`config.mk`:
```
export PLATFORM = sky130hd
export DESIGN_NAME = number_render
export DESIGN_NICKNAME = d
export VERILOG_FILES = /design/src/rtl/number_render.sv
export SDC_FILE = /design/constraint.sdc
export NUM_CORES = 1
export LEC_CHECK = 0
export ABC_AREA = 1
export ABC_CLOCK_PERIOD_IN_PS = 5250
export CAP_MARGIN = 20
export CORE_MARGIN = 5
export CORE_UTILIZATION = 53
export CTS_CLUSTER_DIAMETER = 200
export DETAILED_ROUTE_END_ITERATION = 6
export PLACE_DENSITY_LB_ADDON = 0.08
export SLEW_MARGIN = 10
export SYNTH_ARGS = -nofsm -noshare
export SYNTH_HDL_FRONTEND = slang
export SYNTH_SLANG_ARGS = --single-unit
```
`constraint.sdc`:
```
create_clock -name clk -period 5.25 [get_ports clk]
set_input_delay 0.7875 -clock clk [delete_from_list [all_inputs] [get_ports clk]]
set_output_delay 0.7875 -clock clk [all_outputs]
set_load 0.01 [all_outputs]
```
`src/rtl/number_render.sv`:
```
// Four-digit BCD number overlay renderer for a scanned display.
// Looks up 10x10 glyphs in an external synchronous ROM and keys out KEY_COLOR.
// Three-stage pipeline: address -> ROM data alignment -> keyed output.
// Optional feature: define NUMBER_RENDER_LZB_EN for leading-zero blanking.
module number_render #(
    parameter int unsigned           DATA_WIDTH = 12,
    parameter int unsigned           ADDR_WIDTH = 10,
    parameter logic [DATA_WIDTH-1:0] KEY_COLOR  = 12'h0F0
) (
    input  logic                  clk,
    input  logic                  reset_n,
    input  logic                  pix_valid,
    input  logic [9:0]            pixel_x,
    input  logic [9:0]            pixel_y,
    input  logic                  frame_start,
    input  logic [15:0]           value,
    input  logic [9:0]            pos_x,
    input  logic [9:0]            pos_y,
    output logic [ADDR_WIDTH-1:0] rom_addr,
    input  logic [DATA_WIDTH-1:0] rom_data,
    output logic [DATA_WIDTH-1:0] rgb_o,
    output logic                  hit_o,
    output logic                  valid_o
);

    logic [15:0] value_q;
    logic [9:0]  pos_x_q;
    logic [9:0]  pos_y_q;
    logic        armed_q;   // set by the first frame_start after reset

    logic        in_box_q;
    logic        valid1_q;
    logic        in_box2_q;
    logic        valid2_q;

    logic        in_x;
    logic        in_y;
    logic [9:0]  dx;
    logic [9:0]  dy;
    logic [1:0]  slot;
    logic [3:0]  col;
    logic [3:0]  digit;
    logic        lz_blank;
    logic        hit1;
    logic [9:0]  addr_calc;
    logic        hit3;

    // Shadow copies of the number and position, refreshed only on frame_start
    always_ff @(posedge clk or negedge reset_n) begin
        if (!reset_n) begin
            value_q <= '0;
            pos_x_q <= '0;
            pos_y_q <= '0;
            armed_q <= 1'b0;
        end else if (frame_start) begin
            value_q <= value;
            pos_x_q <= pos_x;
            pos_y_q <= pos_y;
            armed_q <= 1'b1;
        end
    end

    // Box test in 11 bits so pos+width near the right/bottom edge cannot wrap
    assign in_x = ({1'b0, pixel_x} >= {1'b0, pos_x_q}) &&
                  ({1'b0, pixel_x} <  ({1'b0, pos_x_q} + 11'd40));
    assign in_y = ({1'b0, pixel_y} >= {1'b0, pos_y_q}) &&
                  ({1'b0, pixel_y} <  ({1'b0, pos_y_q} + 11'd10));
    assign dx   = pixel_x - pos_x_q;
    assign dy   = pixel_y - pos_y_q;

    // Split the box offset into digit slot and glyph column without a divider
    always_comb begin
        slot = 2'd0;
        col  = dx[3:0];
        if (dx < 10'd10) begin
            slot = 2'd0;
            col  = dx[3:0];
        end else if (dx < 10'd20) begin
            slot = 2'd1;
            col  = 4'(dx - 10'd10);
        end else if (dx < 10'd30) begin
            slot = 2'd2;
            col  = 4'(dx - 10'd20);
        end else begin
            slot = 2'd3;
            col  = 4'(dx - 10'd30);
        end
    end

    // Pick the BCD nibble for the slot; slot 0 is the leftmost digit
    always_comb begin
        digit = value_q[3:0];
        unique case (slot)
            2'd0: digit = value_q[15:12];
            2'd1: digit = value_q[11:8];
            2'd2: digit = value_q[7:4];
            2'd3: digit = value_q[3:0];
            default: digit = value_q[3:0];
        endcase
    end

`ifdef NUMBER_RENDER_LZB_EN
    // A slot is blank when it and every digit to its left are zero
    assign lz_blank = ((slot == 2'd0) && (value_q[15:12] == 4'd0)) ||
                      ((slot == 2'd1) && (value_q[15:8]  == 8'd0)) ||
                      ((slot == 2'd2) && (value_q[15:4]  == 12'd0));
`else
    assign lz_blank = 1'b0;
`endif

    assign hit1 = pix_valid && armed_q && in_x && in_y && (digit <= 4'd9) && !lz_blank;
    assign addr_calc = (10'(digit) * 10'd100) + (10'(dy[3:0]) * 10'd10) + 10'(col);

    // Stage 1: ROM address and in-box flag; address holds when nothing to draw
    always_ff @(posedge clk or negedge reset_n) begin
        if (!reset_n) begin
            rom_addr <= '0;
            in_box_q <= 1'b0;
            valid1_q <= 1'b0;
        end else begin
            in_box_q <= hit1;
            valid1_q <= pix_valid;
            if (hit1) begin
                rom_addr <= ADDR_WIDTH'(addr_calc);
            end
        end
    end

    // Stage 2: delay flags to line up with the synchronous ROM read
    always_ff @(posedge clk or negedge reset_n) begin
        if (!reset_n) begin
            in_box2_q <= 1'b0;
            valid2_q  <= 1'b0;
        end else begin
            in_box2_q <= in_box_q;
            valid2_q  <= valid1_q;
        end
    end

    assign hit3 = in_box2_q && (rom_data != KEY_COLOR);

    // Stage 3: keyed colour output
    always_ff @(posedge clk or negedge reset_n) begin
        if (!reset_n) begin
            valid_o <= 1'b0;
            hit_o   <= 1'b0;
            rgb_o   <= '0;
        end else begin
            valid_o <= valid2_q;
            hit_o   <= hit3;
            rgb_o   <= hit3 ? rom_data : '0;
        end
    end

endmodule

```
==> run summary <==
CTS tree = done
nets@finish = 924
most frequent cells in the layout = nand2_1 (148), clkdlybuf4s50_1 (92), inv_1 (87), dfrtp_1 (65), ha_1 (64)
Worst R2R Setup Slack = 0.72 ns
worst slew pin tran = 0.955 ns
met2 routed WL = 5.98 mm
max cap viols = 0
Slew Limit Fails = 0
initial cell density of the core = 53.9%
CP dominant cell by count = nand2_1
final core utilization = 74.3%
vias in the first global route = 4616
Worst Setup Path Type = input port to register
post-synthesis cell count = 621
crit start category = input port
Synth Warn # = 0
DRT Wirelength = 12.3 mm
main combinational cell family by area after synthesis = simple AND/OR/NAND/NOR gates
die height = 106 µm
routed wl met3 = 610 µm
1st-iter DRT viols = 149
Worst R2R End = rom_addr[9]
final clock skew = 0.0102 ns
met1 wire length = 5.48 mm
Compound-Gate Fraction of Synth Area = 8.63%
final setup fails = 0
wire per inst = 13.7 µm
R2R cell count = 25
reg2reg start = pos_x_q[0]
largest net degree at the start of global routing = 66
DRC viols = 0
post-synthesis simple-gate area fraction = 24.9%
post-synthesis mux area share = 0%
flop and latch count out of synthesis = 65
Data arrival, critical path = 5.28 ns
Slew headroom = 36.3%
Hold Fails Final Rpt = 0
leakage power = 3.53 nW
CTS Hold Bufs = 0
Die ar. = 11300 µm²
Net Count, Synth = 768
total power = 2.47 mW
via/cell ratio = 5.05
remaining global-route overflow = 0
outcome = finished clean
die width = 106 µm
Max VDD drop = 217 µV
CTS clock-pin slew for the worst setup and hold paths = 0.08 ns
hold_ws = 0.353 ns
critical path capture point = rom_addr[9]
hpwl dp = 9.60 mm
Synth-to-Final Area Change = 37.9%
root buffer cell = clkbuf_8
Post-Synth Adder-Cell Area = 20.1%
DP Cell Count = 876
worst setup path startpoint = pixel_x[1]
I/O Pins = 96
power density over the cells = 364 nW/µm²
total number of vias = 4511
Clock H-tree levels = 3
first-pass GRT wire length = 20.6 mm
syn_area_per_cell = 7.94 µm²
Final period util = 95.0%
layout cell share with drive strength beyond 1 = 16.2%
gpl congestion = 0.885
Max stage delay on crit path = 0.55 ns
maximum clock frequency = 200 MHz
fin crit period = 4.99 ns
Non-Filler Instances = 893
antenna cells = 0
Core ar. = 9150 µm²
Hold Path Class = register to register
commonest non-fill, non-tap cell in the layout = nand2_1
slowest stage cell, crit path = fa_1
worst skew pair latency = 0.35 ns
initial antenna violation count = 0
row count = 35
Total Routing Usage GR = 22.6%
synthesized area = 4930 µm²
crit end category = register
TritonCTS Buffers = 9
XOR/XNOR Fraction of Synth Area = 5.15%
Critical Path RT = 5.54 ns
Max Fanout on Critical Path = 3
top sig layer = met4
Antenna Nets Post-Route = 0
post-synth cell types = 35
# clock sinks = 65
port bufs = 95
hold depth = 0
First-pass DRT Iterations = 4
Seq/Total Area, Yosys = 33.0%
Clock Path Buffers = 2
## cells in the mapped netlist (all sizes together)
cell       n  area (µm²)
o21bai     2        15.0
inv       91         342
o21a       1        7.51
a211oi     1        7.51
buf        4        26.3
o2111ai    1        8.76
nand3     28         175
a21boi     1        7.51
ha        68         851
o22ai      3        18.8
dfrtp     65        1630
nand3b     3        22.5
xnor2      6        52.6
nor4       3        18.8
clkbuf     9        33.8
nor2      44         193
clkinv     2        7.51
o21ai     39         195
nor3       5        25.0
nand4     24         156
fa         7         140
a21oi     27         135
xor2      23         201
o211ai     4        30.0
nand2    158         621
or2        2        15.0
## metal layers
| layer | track usage, % | vias to the layer above |
|---|---|---|
| met5 | 0 | - |
| met4 | 6.58 | 0 |
| met3 | 4.01 | 15 |
| met2 | 39.8 | 102 |
| met1 | 28.3 | 2065 |
| li1 | - | 2329 |
## cell type report
| class | instances | area [µm²] |
|---|---|---|
| multi-input combinational | 450 | 3010 |
| tap | 111 | 139 |
| inverter | 93 | 349 |
| timing repair buffer | 158 | 1420 |
| sequential | 65 | 1630 |
| clock inverter | 6 | 114 |
| clock buffer | 10 | 138 |
| fill | 740 | 2350 |
## metrics by stage
| step | cell area, µm² | TNS (ns) | setup WS, ns |
|---|---|---|---|
| after global placement | 6420 | -0.965 | -0.308 |
| after global routing | 6800 | -0.0367 | -0.0367 |
| after CTS | 6690 | 0 | 0.0154 |
| after floorplan | 4930 | 0 | 0.0483 |
| final | 6800 | 0 | 0.260 |
| after detailed placement | 6420 | -1.54 | -0.451 |
## timing repair
action,in CTS,in global routing
endpoints found under the setup margin,2,4
buffers inserted,1,0
pin swaps,2,15
resized for setup,3,26
## critical path, delay by kind of cell
| family | cells | cell delay (ns) |
|---|---|---|
| xor+xnor | 2 | 0.31 |
| simple gates | 12 | 1.10 |
| compound gates | 3 | 0.40 |
| fa+ha+maj | 7 | 1.99 |
| buf+inv | 4 | 0.72 |
## how the worst min path moves through the flow
stage / from / end / slack, ns
5_1_grt: valid2_q / valid_o / 0.36
3_5_place_dp: valid2_q / valid_o / 0.34
2_1_floorplan: in_box_q / in_box2_q / 0.33
6_report: valid2_q / valid_o / 0.35
3_3_place_gp: valid1_q / valid2_q / 0.33
4_1_cts: valid2_q / valid_o / 0.35
## report_power, final
group / internal, mW / switching [mW]
clock network: 0.330 / 0.214
logic: 0.672 / 0.656
registers: 0.565 / 0.0365
## cells by family (layout without fill, tap and decap cells)
kind of cell             Yosys count  after routing
adder cells (fa/ha/maj)           75             75
XOR/XNOR                          29             29
buffers and inverters            106            267
flip-flops                        65             65
AO/OA/AOI/OAI                     79             79
AND/OR/NAND/NOR                  267            267
## registers in the layout, indices dropped and copies added, names as in the netlist
register	cells
rgb_o	12
hit_o	1
armed_q	1
pos_y_q	10
rom_addr	10
valid2_q	1
value_q	16
valid_o	1
in_box_q	1
pos_x_q	10
in_box2_q	1
valid1_q	1
Power figures use the tool's default switching activity.
